File: src/rtl/hidden_readout_mac.sv
// Time-shared MAC readout: captures one hidden activation vector, then computes N_OUT
// saturated neuron outputs using weights and biases from external synchronous ROMs.
module hidden_readout_mac #(
    parameter int N_IN  = 128,
    parameter int N_OUT = 4,
    parameter int DW    = 9,
    parameter int ACC_W = 30,
    parameter int SHIFT = 9
) (
    input  logic                             clk,
    input  logic                             rst,
    input  logic                             in_valid,
    output logic                             in_ready,
    input  logic [N_IN*DW-1:0]               in_data,
    output logic                             w_rd_en,
    output logic [$clog2(N_IN*N_OUT)-1:0]    w_addr,
    input  logic signed [DW-1:0]             w_rd_data,
    output logic                             b_rd_en,
    output logic [$clog2(N_OUT)-1:0]         b_addr,
    input  logic signed [DW-1:0]             b_rd_data,
    output logic                             out_valid,
    input  logic                             out_ready,
    output logic signed [DW-1:0]             out_data,
    output logic [$clog2(N_OUT)-1:0]         out_idx
);

    localparam int AW = $clog2(N_IN*N_OUT);
    localparam int BW = $clog2(N_OUT);
    localparam int KW = $clog2(N_IN);
    localparam logic signed [ACC_W-1:0] SAT_MAX = ACC_W'(2**(DW-1) - 1);
    localparam logic signed [ACC_W-1:0] SAT_MIN = -SAT_MAX - ACC_W'(1);

    typedef enum logic [2:0] {IDLE, MAC, DRAIN, BIAS, EMIT} state_t;

    state_t                    state;
    logic [N_IN*DW-1:0]        x_q;
    logic [KW-1:0]             rk;     // element index being read this cycle
    logic [KW-1:0]             mk;     // element index whose weight is on w_rd_data
    logic                      w_vld;
    logic [BW-1:0]             neuron;
    logic signed [ACC_W-1:0]   acc;
    logic signed [DW-1:0]      x_cur;
    logic signed [2*DW-1:0]    prod;
    logic signed [ACC_W-1:0]   sum;
    logic signed [ACC_W-1:0]   shifted;
    logic signed [DW-1:0]      sat;

    // NOTE: every signal written here is assigned on every path, so no latch is inferred.
    always_comb begin
        x_cur   = $signed(x_q[int'(mk)*DW +: DW]);
        prod    = x_cur * w_rd_data;
        sum     = acc + ACC_W'(b_rd_data);
        shifted = sum >>> SHIFT;
        if (shifted > SAT_MAX)
            sat = SAT_MAX[DW-1:0];
        else if (shifted < SAT_MIN)
            sat = SAT_MIN[DW-1:0];
        else
            sat = shifted[DW-1:0];
        in_ready = (state == IDLE) && !rst;
    end

    // NOTE: the activation store is plain datapath storage and is deliberately not reset;
    // it is only ever read after a fresh capture.
    always_ff @(posedge clk) begin
        if (in_valid && in_ready)
            x_q <= in_data;
    end

    // NOTE: all sequential state uses non-blocking assignments so every register sees
    // pre-edge values regardless of statement order.
    always_ff @(posedge clk) begin
        if (rst) begin
            state     <= IDLE;
            out_valid <= 1'b0;
            out_data  <= '0;
            out_idx   <= '0;
            w_rd_en   <= 1'b0;
            b_rd_en   <= 1'b0;
            w_addr    <= '0;
            b_addr    <= '0;
            acc       <= '0;
            neuron    <= '0;
            rk        <= '0;
            mk        <= '0;
            w_vld     <= 1'b0;
        end else begin
            w_vld <= w_rd_en;
            mk    <= rk;
            if (w_vld)
                acc <= acc + ACC_W'(prod);

            case (state)
                IDLE: begin
                    if (in_valid) begin
                        neuron  <= '0;
                        rk      <= '0;
                        acc     <= '0;
                        w_rd_en <= 1'b1;
                        w_addr  <= '0;
                        state   <= MAC;
                    end
                end
                MAC: begin
                    if (rk == KW'(N_IN-1)) begin
                        w_rd_en <= 1'b0;
                        b_rd_en <= 1'b1;
                        b_addr  <= neuron;
                        state   <= DRAIN;
                    end else begin
                        rk     <= rk + 1'b1;
                        w_addr <= w_addr + 1'b1;
                    end
                end
                DRAIN: begin
                    b_rd_en <= 1'b0;
                    state   <= BIAS;
                end
                BIAS: begin
                    out_data  <= sat;
                    out_idx   <= neuron;
                    out_valid <= 1'b1;
                    state     <= EMIT;
                end
                EMIT: begin
                    if (out_ready) begin
                        out_valid <= 1'b0;
                        if (neuron == BW'(N_OUT-1)) begin
                            state <= IDLE;
                        end else begin
                            neuron  <= neuron + 1'b1;
                            rk      <= '0;
                            acc     <= '0;
                            w_rd_en <= 1'b1;
                            w_addr  <= AW'((int'(neuron) + 1) * N_IN);
                            state   <= MAC;
                        end
                    end
                end
                default: state <= IDLE;
            endcase
        end
    end

endmodule

File: config.mk
export PLATFORM = sky130hd
export DESIGN_NAME = hidden_readout_mac
export DESIGN_NICKNAME = d
export VERILOG_FILES = /design/src/rtl/hidden_readout_mac.sv
export SDC_FILE = /design/constraint.sdc
export NUM_CORES = 1
export LEC_CHECK = 0
export BUFFER_PORTS_ARGS = -buffer_cell sky130_fd_sc_hd__buf_2
export CAP_MARGIN = 20
export CORE_AREA = 2 2 469 471
export DETAILED_ROUTE_END_ITERATION = 12
export DIE_AREA = 0 0 471 473
export GPL_TIMING_DRIVEN = 0
export SLEW_MARGIN = 20
export SYNTH_ARGS = -nofsm -noshare
export SYNTH_HDL_FRONTEND = slang
export SYNTH_SLANG_ARGS = --single-unit
File: constraint.sdc
create_clock -name clk -period 54.6 [get_ports clk]
set_input_delay 5.46 -clock clk [delete_from_list [all_inputs] [get_ports clk]]
set_output_delay 5.46 -clock clk [all_outputs]
set_load 0.02 [all_outputs]
==> results.json <==
{
  "outcome": "finished, final reports clean",
  "ir_drop_mv": 0.0287,
  "io_pins": 1200,
  "dp.cells": 6844,
  "drive_gt1_share_pct": 45.1,
  "synth_ff_type": "edfxtp_1",
  "yosys_warnings": 0,
  "rsz0062_at_grt": "no",
  "period_needed_ns": 11.98,
  "hpwl_um": 164000,
  "grtUsageTotal_pct": 17.8,
  "max_stage_delay_ns": 0.35,
  "power.static_leakage_nw": 24.9,
  "ctsHoldBuffers": 0,
  "synth_top_area_share_pct": 65.1,
  "drt-pass1-iter-count": 5,
  "powerDensity_nw_per_um2": 39.4,
  "wl_per_cell_um": 28.5,
  "tritoncts": "yes",
  "critical-path-top-delay-family": "buffers and inverters",
  "cp_data_arrival_time_ns": 6.52,
  "synth_edf_count": 1152,
  "path_cells": "clkbuf_1 -> clkbuf_1 -> nor4_1 -> buf_2",
  "dr.first_iter.drc_count": 3407,
  "grt_max_degree": 64,
  "nFillCells": 21500,
  "synth_common_cells": "edfxtp_1 (1152), mux4_2 (378), inv_1 (189), fa_1 (110), ha_1 (104)",
  "finalNetCount": 5498,
  "synth_top_cell_by_area": "edfxtp_1",
  "coreArea_sq_um": 218000,
  "synth-seq-area-share_pct": 68.0,
  "worstSetupStartpoint": "rst",
  "fin_skew_ns": 0.0604,
  "worst_slew_margin_rel_pct": 24.8,
  "min_period_over_period_pct": 21.9,
  "ys_types": 64,
  "fp.dieH_um": 473,
  "hold_viol_final": 0,
  "h-tree-depth": 4,
  "hold_class": "reg2reg",
  "max_freq_mhz": 83.5,
  "slew_viol_final": 0,
  "ys_ff_latch": 1227,
  "critical_path_buf_inv_count": 3,
  "rr_worst_depth": 26,
  "register_area_sq_um": 36100,
  "whs_path_depth": 2,
  "gp_congestion": 0.906,
  "p_total_mw": 2.69,
  "fp-row-count": 172,
  "clk_pin_slew_ns": 0.06,
  "cp.depth": 4,
  "setup_tns_ns": 0,
  "cp_max_fo": 10,
  "hp-start": "out_idx[0]",
  "cts_setup_buffers": 0,
  "vias_per_cell": 4.57,
  "drv_cap": 0,
  "worst_setup_path_end_kind": "output pin",
  "vias": 32600,
  "layout.cells.non_filler": 7133,
  "cts_buffers": 135,
  "multi_input_area_sq_um": 15800,
  "fp.dieArea_sq_um": 223000,
  "synthCells": 2738,
  "regToRegSetupSlack_ns": 44.68,
  "drt-total-wl_um": 203000,
  "grt_pass1_vias": 33600,
  "synth_area_leaders": "edfxtp_1 (65%), mux4_2 (16%), fa_1 (4.1%)",
  "fin_hold_ws_ns": 0.459,
  "async_flop_share_pct": 0,
  "finalCoreUtilization_pct": 31.3,
  "synthesis.area_sq_um": 53100,
  "cts.sinks": 1227,
  "syn2layout_area_growth_pct": 28.6,
  "synth_area_per_cell_sq_um": 19.4,
  "ant_nets": 0,
  "drc_errors": 0,
  "finalSetupViolCount": 0,
  "gr-total-overflow": 0,
  "critPathRequiredTime_ns": 49.14,
  "r2r-end": "acc[27]",
  "crit_top_cell": "clkbuf_1",
  "synth_nets": 4126,
  "start_kind": "input pin",
  "clock_latency_ns": 0.80,
  "tightestPinTransition_ns": 1.13,
  "worstReg2RegStart": "mk[1]",
  "io_buffers": 1198,
  "slowest_stage": "nor4_1",
  "die_w_um": 471,
  "grt_pass1_wl_um": 271000,
  "start_util_pct": 24.3,
  "yosysMostFrequentCell": "edfxtp_1",
  "clock_path_buffers": 3,
  "worstSetupPathType": "in2out",
  "hold_end": "out_idx[0]",
  "cts_root_buffer": "clkbuf_16",
  "cts.repair.resized": 0,
  "grt_antenna_before_repair": 93
}
## worst min-delay path: cells and delay by family, from the launching register on
family / cells / cell delay (ns)
flip-flops: 1 / 0.31
AND/OR/NAND/NOR: 1 / 0.05
AO/OA/AOI/OAI: 1 / 0.05
## layout make-up
class | count | share of cell area [%]
Clock buffer | 165 | 5.18
Sequential cell | 1227 | 52.9
Inverter | 189 | 1.04
Buffer | 107 | 0.850
Clock inverter | 81 | 1.48
Multi-Input combinational cell | 1215 | 23.1
Antenna cell | 43 | 0.158
Tap cell | 2871 | 5.26
Timing Repair Buffer | 1235 | 10.1
## sequential cells by signal, indices dropped and copies added (netlist names)
name and count:
out_valid 1, b_addr 2, x_q 1152, rk 7
out_data 9, acc 30, w_addr 9, mk 7
w_vld 1, state 3, b_rd_en 1, w_rd_en 1
neuron 2, out_idx 2
## power breakdown
part	switching, mW	internal (mW)
Sequential	0.0192	1.08
Clock	0.410	0.525
Combinational	0.370	0.289
Total	0.799	1.89
## metrics by stage
step	setup slack, ns	instance area [sq um]
after detailed placement	42.64	63600
final	42.62	68300
after floorplan	20.55	53100
after global placement	10.01	62700
after CTS	42.64	68200
after global routing	42.52	68200
## kinds of logic after synthesis
group / Yosys count / share of synthesized area, %
AOI/OAI and AO/OA: 197 / 2.35
xor gates and xnor gates: 53 / 0.874
buffers and inverters: 296 / 2.36
and+or+nand+nor: 344 / 3.15
muxes: 407 / 16.7
adders and majority gates: 214 / 6.60
DFF: 1227 / 68.0
## routing by layer
layer	vias to the layer above	track usage [%]	part of all wire, %
li1	13800	-	-
met1	16700	21.0	37
met2	1732	31.3	51
met3	340	4.88	8.7
met4	48	5.62	3.1
met5	-	0	0.15
## cells in the final DEF (no fill, tap or decap), drive strengths merged, types with 75 or more instances in the layout
master and instances:
dfxtp 75, nand2 88, fa 110, ha 104, edfxtp 1152, nor2 93
clkbuf 210, buf 1297, inv 199, mux4 378
## how the worst max path moves through the flow
| stage | slack, ns | to |
|---|---|---|
| 2_1_floorplan | 20.55 | x_q[0] |
| 3_5_place_dp | 42.64 | in_ready |
| 3_3_place_gp | 10.01 | x_q[408] |
| 5_1_grt | 42.52 | in_ready |
| 6_report | 42.62 | in_ready |
| 4_1_cts | 42.64 | in_ready |
No activity file was read; power rests on OpenSTA's default activity.
